File: src/rtl/bht_pkg.sv
// bht_pkg: shared counter encodings and FSM state for the branch history table
package bht_pkg;
  localparam logic [1:0] CNT_SNT = 2'b00;
  localparam logic [1:0] CNT_WNT = 2'b01;
  localparam logic [1:0] CNT_WT = 2'b10;
  localparam logic [1:0] CNT_ST = 2'b11;
  localparam logic [1:0] CNT_INIT = CNT_WNT;
  typedef enum logic {INIT, READY} bht_state_t;
endpackage

File: src/rtl/branch_history_table_if.sv
// branch_history_table_if: fetch-side predict and execute-side update signals
interface branch_history_table_if #(parameter int PC_WIDTH = 32);
  logic [PC_WIDTH-1:0] pred_pc;
  logic pred_taken;
  logic upd_valid;
  logic [PC_WIDTH-1:0] upd_pc;
  logic upd_taken;
  logic upd_pred_taken;
  modport master(output pred_pc, upd_valid, upd_pc, upd_taken, upd_pred_taken, input pred_taken);
  modport slave(input pred_pc, upd_valid, upd_pc, upd_taken, upd_pred_taken, output pred_taken);
endinterface

File: src/rtl/bht_sat_counter.sv
// bht_sat_counter: next value of a 2-bit saturating branch counter
module bht_sat_counter
  import bht_pkg::*;
(
  input logic [1:0] cur,
  input logic taken,
  output logic [1:0] nxt
);
  always_comb nxt = taken ? ((cur == CNT_ST) ? cur : cur + 2'd1)
                          : ((cur == CNT_SNT) ? cur : cur - 2'd1);
endmodule

File: src/rtl/branch_history_table.sv
// branch_history_table: 2-bit counter branch predictor with clear sweep and statistics
module branch_history_table
  import bht_pkg::*;
#(
  parameter int INDEX_WIDTH = 6,
  parameter int PC_WIDTH = 32,
  parameter int STAT_WIDTH = 32
) (
  input logic clk,
  input logic rst_n,
  branch_history_table_if.slave bus,
  input logic clear,
  output logic init_busy,
  output logic mispredict,
  output logic [STAT_WIDTH-1:0] stat_branches,
  output logic [STAT_WIDTH-1:0] stat_mispredicts
);
  logic [1:0] cnt_mem [2**INDEX_WIDTH];
  bht_state_t state;
  logic [INDEX_WIDTH-1:0] init_idx, pred_idx, upd_idx;
  logic [1:0] nxt;
  logic accept, miss, unused_bits;
  assign pred_idx = bus.pred_pc[INDEX_WIDTH+1:2];
  assign upd_idx = bus.upd_pc[INDEX_WIDTH+1:2];
  assign unused_bits = ^{bus.pred_pc[PC_WIDTH-1:INDEX_WIDTH+2], bus.pred_pc[1:0],
                         bus.upd_pc[PC_WIDTH-1:INDEX_WIDTH+2], bus.upd_pc[1:0]};
  assign accept = rst_n && state == READY && bus.upd_valid;
  assign miss = accept && (bus.upd_taken != bus.upd_pred_taken);
  assign init_busy = state == INIT;
  // Read is the pre-edge value: a same-index update is not bypassed
  assign bus.pred_taken = rst_n && state == READY && cnt_mem[pred_idx][1];
  bht_sat_counter u_sat (.cur(cnt_mem[upd_idx]), .taken(bus.upd_taken), .nxt(nxt));
  always_ff @(posedge clk)
    if (rst_n && state == INIT) cnt_mem[init_idx] <= CNT_INIT;
    else if (accept) cnt_mem[upd_idx] <= nxt;
  always_ff @(posedge clk) begin
    if (!rst_n) begin
      state <= INIT;
      init_idx <= '0;
      mispredict <= 1'b0;
      stat_branches <= '0;
      stat_mispredicts <= '0;
    end else begin
      mispredict <= miss;
      if (accept && !(&stat_branches)) stat_branches <= stat_branches + STAT_WIDTH'(1);
      if (miss && !(&stat_mispredicts)) stat_mispredicts <= stat_mispredicts + STAT_WIDTH'(1);
      if (state == INIT) begin
        init_idx <= init_idx + INDEX_WIDTH'(1);
        if (init_idx == '1) state <= READY;
      end else if (clear) begin
        state <= INIT;
        init_idx <= '0;
      end
    end
  end
endmodule
File: src/flat_wrapper.sv
// flat-port wrapper written by rule: the top's interface ports become plain ports
module branch_history_table_flat import bht_pkg::*;
#(
  parameter int INDEX_WIDTH = 6,
  parameter int PC_WIDTH = 32,
  parameter int STAT_WIDTH = 32
)
  (clk, rst_n, clear, init_busy, mispredict, stat_branches, stat_mispredicts, bus_pred_pc, bus_upd_valid, bus_upd_pc, bus_upd_taken, bus_upd_pred_taken, bus_pred_taken);
  branch_history_table_if #(.PC_WIDTH(PC_WIDTH)) bus_i ();
  input logic clk;
  input logic rst_n;
  input logic clear;
  output logic init_busy;
  output logic mispredict;
  output logic [STAT_WIDTH-1:0] stat_branches;
  output logic [STAT_WIDTH-1:0] stat_mispredicts;
  input wire logic [$bits(bus_i.pred_pc)-1:0] bus_pred_pc;
  input wire logic [$bits(bus_i.upd_valid)-1:0] bus_upd_valid;
  input wire logic [$bits(bus_i.upd_pc)-1:0] bus_upd_pc;
  input wire logic [$bits(bus_i.upd_taken)-1:0] bus_upd_taken;
  input wire logic [$bits(bus_i.upd_pred_taken)-1:0] bus_upd_pred_taken;
  output wire logic [$bits(bus_i.pred_taken)-1:0] bus_pred_taken;
  assign bus_i.pred_pc = bus_pred_pc;
  assign bus_i.upd_valid = bus_upd_valid;
  assign bus_i.upd_pc = bus_upd_pc;
  assign bus_i.upd_taken = bus_upd_taken;
  assign bus_i.upd_pred_taken = bus_upd_pred_taken;
  assign bus_pred_taken = bus_i.pred_taken;
  branch_history_table #(.INDEX_WIDTH(INDEX_WIDTH), .PC_WIDTH(PC_WIDTH), .STAT_WIDTH(STAT_WIDTH)) u_core (.clk(clk), .rst_n(rst_n), .bus(bus_i), .clear(clear), .init_busy(init_busy), .mispredict(mispredict), .stat_branches(stat_branches), .stat_mispredicts(stat_mispredicts));
endmodule
File: config.mk
export PLATFORM = sky130hd
export DESIGN_NAME = branch_history_table_flat
export DESIGN_NICKNAME = d
export VERILOG_FILES = /design/src/rtl/bht_pkg.sv /design/src/rtl/branch_history_table_if.sv /design/src/rtl/bht_sat_counter.sv /design/src/rtl/branch_history_table.sv /design/src/flat_wrapper.sv
export SDC_FILE = /design/constraint.sdc
export NUM_CORES = 1
export LEC_CHECK = 0
export BUFFER_PORTS_ARGS = -buffer_cell sky130_fd_sc_hd__clkbuf_2
export CAP_MARGIN = 20
export CORE_ASPECT_RATIO = 1.75
export CORE_MARGIN = 3
export CORE_UTILIZATION = 41
export CTS_CLUSTER_DIAMETER = 80
export DETAILED_ROUTE_END_ITERATION = 16
export PLACE_DENSITY_LB_ADDON = 0.3
export SLEW_MARGIN = 10
export SYNTH_ARGS = -nofsm -noshare
export SYNTH_HDL_FRONTEND = slang
export SYNTH_SLANG_ARGS = --single-unit
File: constraint.sdc
create_clock -name clk -period 6.43 [get_ports clk]
set_input_delay 1.286 -clock clk [delete_from_list [all_inputs] [get_ports clk]]
set_output_delay 1.286 -clock clk [all_outputs]
set_load 0.02 [all_outputs]
==> results_dict.tcl <==
set metrics [dict create \
    crit_path_frequent_cell "mux4_2" \
    cts_root_buf "clkbuf_16" \
    synth-simple-area-share_pct 17.0 \
    synth_top_family_by_area "simple AND/OR/NAND/NOR gates" \
    synth_compound_area_share_pct 7.17 \
    yosys_warnings 0 \
    clock_sinks 200 \
    relSlewSlack_pct 35.7 \
    syn_nets 876 \
    hold_path.class "flip-flop to flip-flop" \
    area_growth_syn_to_layout_pct 13.4 \
    finalHoldViolCount 0 \
    synth.mux.area_fraction_pct 14.5 \
    synth.distinct_cells 58 \
    seqPwrFrac_pct 53.7 \
    clock_latency_ps 430 \
    ctsResizeCount 0 \
    ys_seq_area_share_pct 55.9 \
    slowest_stage "mux4_2" \
    dieWidth_um 121 \
    tritoncts "built" \
    path_class "primary input to primary output" \
    start_kind "primary input" \
    timing.final.crit_period_ps 5150 \
    required_ps 5140 \
    place_congestion 0.802 \
    final-setup-viol-count 0 \
    fin_skew_ps 9.68 \
    internal_power_mw 2.00 \
    slowest_delay_ps 600 \
    fin_setup_tns_ps 0 \
    core_area_um2 22400 \
    drive_gt1_share_pct 19.3 \
    leakagePower_nw 3.70 \
    drtAntennaViolNets 0 \
    power_frac_clock_pct 41.6 \
    p_comb_share_pct 4.7 \
    n_antenna_cell 0 \
    synthCells 803 \
    worst_slew_pin_slew_ps 964 \
    cts_buffers 17 \
    reg2reg_slack_ps 3380 \
    seqCellArea_um2 5290 \
    synth_flop_cell "edfxtp_1" \
    synth-xor-area-share_pct 2.68 \
    grt_setup_unrepaired "no" \
    grt_pass1_wl_mm 36.0 \
    worst_setup_path_end_kind "primary output" \
    power_mw 2.53 \
    cts_setup_buffers 0 \
    fin_crit_sh_pct 80.0 \
    drt_drc_violations_left 0 \
    worstPathMaxFanout 16 \
    grt_overflow 0 \
    p_sw_mw 0.528 \
    maxCapViolations 0 \
    grt_antenna_before_repair 0 \
    dp.cells 1149 \
    synth_edf_count 128 \
    initial_core_util_pct 42.2 \
    r2r_cells 7 \
    r2r-start "u_core.cnt_mem[35][0]$_DFFE_PP_" \
    vias 6730 \
    wl_mm 23.0 \
    yosys_register_bits 200 \
    min-delay-start "u_core.stat_branches[27]$_SDFFE_PN0P_" \
    crit_chain "clkbuf_2, mux4_2, mux4_2, mux4_2, and3_1, clkbuf_2" \
    die_area_um2 25000 \
    clock_path_buffers 2 \
    die_y_um 207 \
    clk_pin_slew_ps 70 \
    min_delay_path_depth 2 \
    fillers 2015 \
    ir_drop_uv 166 \
    holdPathEnd "u_core.stat_branches[27]$_SDFFE_PN0P_" \
    finalMaxSlewViolations 0 \
    ios 137 \
    powerDensity_nw_per_um2 235 \
    crit_family "multiplexers" \
    crit_arrival_ps 3860 \
    post_drt_wl_per_cell_um 19.5 \
    portBuffers 84 \
    grt_usage_pct 18.7 \
    grt_pass1_vias 6737 \
    status "finished clean" \
    cts_hold_buf 0 \
    rows 72 \
    fmax_mhz 194 \
    hpwl_mm 16.2 \
    nets 945 \
    synth-adder-area-share_pct 0.397 \
    drtPass1Iterations 5 \
    avgSynthCellArea_um2 11.8 \
    grt_max_degree 48 \
    final_cells 1181 \
    worstReg2RegEnd "u_core.cnt_mem[47][0]$_DFFE_PP_" \
    syn_area_um2 9460 \
    async_flop_share_pct 0 \
    drt-initial-drc-count 403 \
    h-tree-depth 4 \
    viasPerCell 5.70 \
    crit_buf_inv 2 \
    multi_input_area_um2 3960 \
    switching_share_pct 20.9 \
]
==> cell type report <==
cell class              count  share of cell area (%)
flip-flops and latches    200                    49.2
multi-input cells         550                    36.9
clock buffers              27                    5.22
repair buffers             90                    4.45
well taps                 296                    3.45
inverters                  13                   0.455
clock inverters             5                   0.268
==> how the worst max path moves through the flow <==
stage,depth (start not counted),end,start,slack (ps)
after floorplan,9,u_core.cnt_mem[0][1]$_DFFE_PP_,bus_upd_pc[2],480
after global placement,6,bus_pred_taken,bus_pred_pc[2],1220
after detailed placement,6,bus_pred_taken,bus_pred_pc[2],1240
after CTS,6,bus_pred_taken,bus_pred_pc[2],1240
after global routing,6,bus_pred_taken,bus_pred_pc[2],1150
final,6,bus_pred_taken,bus_pred_pc[2],1280
==> cell usage in the layout, fill, tap and decap left out, types with 6 or more instances in the layout <==
cell         n
nor3_1      20
nor2_1     103
inv_1       13
mux2i_1     40
or3_1       16
nand4_1     13
and3_1       6
nand2b_1    17
nand2_1     67
a21oi_1     25
nand3_1     45
xnor2_1     28
and4_1       6
edfxtp_1   128
dfxtp_1     72
mux4_2      42
nor4_1       9
clkbuf_16   20
or4_1        7
a31oi_1      7
o31ai_1     11
clkbuf_2    83
o21ai_0     20
o21a_1       6
==> power groups by stage <==
stage               clock network, mW  registers, mW  logic, mW
global route                     1.12           1.36      0.128
CTS                              1.07           1.36      0.120
global placement                    0           1.38      0.119
floorplan                           0           1.38     0.0837
detailed placement                  0           1.38      0.120
finish                           1.05           1.36      0.119
==> registers in the layout (all words and copies together) (netlist names) <==
signal	cells
u_core.mispredict	1
u_core.init_idx	6
u_core.cnt_mem	128
u_core.stat_mispredicts	32
u_core.stat_branches	32
u_core.state	1
==> worst reg2reg max path, stage by stage (launching register included) <==
cell and delay (ps):
edfxtp_1 360, mux4_2 520, or3_1 330, a31oi_1 250
o31ai_1 170, a21boi_0 210, o31a_2 600, buf_4 400
==> metrics by stage <==
step	hold slack, ps	setup WS, ps	area [µm²]	utilization (%)
after floorplan	471	485	9460	-
after global placement	469	1220	10100	45.2
after detailed placement	487	1240	10100	45.2
after CTS	498	1240	10700	47.8
after global routing	520	1150	10700	47.8
final	493	1280	10700	47.8
==> synth_stat cells, drive strengths merged (7+ instances only) <==
library cell	count	area (µm²)
edfxtp	128	3840
nor2	103	387
dfxtp	72	1440
nand2	67	251
nand3	45	225
mux4	42	946
mux2i	40	400
xnor2	28	245
a21oi	25	125
clkbuf	24	90.1
o21ai	23	119
nor3	20	100
nand2b	17	106
buf	16	88.8
or3	16	100
nand4	14	93.8
inv	13	48.8
o31ai	11	82.6
nor4	10	68.8
a31oi	7	43.8
or4	7	52.6
==> kinds of logic (layout without fill, tap and decap cells) <==
| family | after synthesis | after routing |
|---|---|---|
| buf+inv | 53 | 135 |
| mux | 84 | 84 |
| fa+ha+maj | 3 | 3 |
| compound gates | 104 | 104 |
| flops | 200 | 200 |
| simple gates | 330 | 330 |
| xor+xnor | 29 | 29 |
==> routing by layer <==
metal  share of wire, %  up-vias  routed length [µm]  track usage, %
met5                  0        -                   0               0
met4                3.9        0                 900            8.63
met3                4.4       59                1010            3.33
met2                 55      192               12600            34.8
met1                 37     3303                8520            20.4
li1                   -     3176                   -               -
Note: power is estimated with default switching activity, not from simulation.
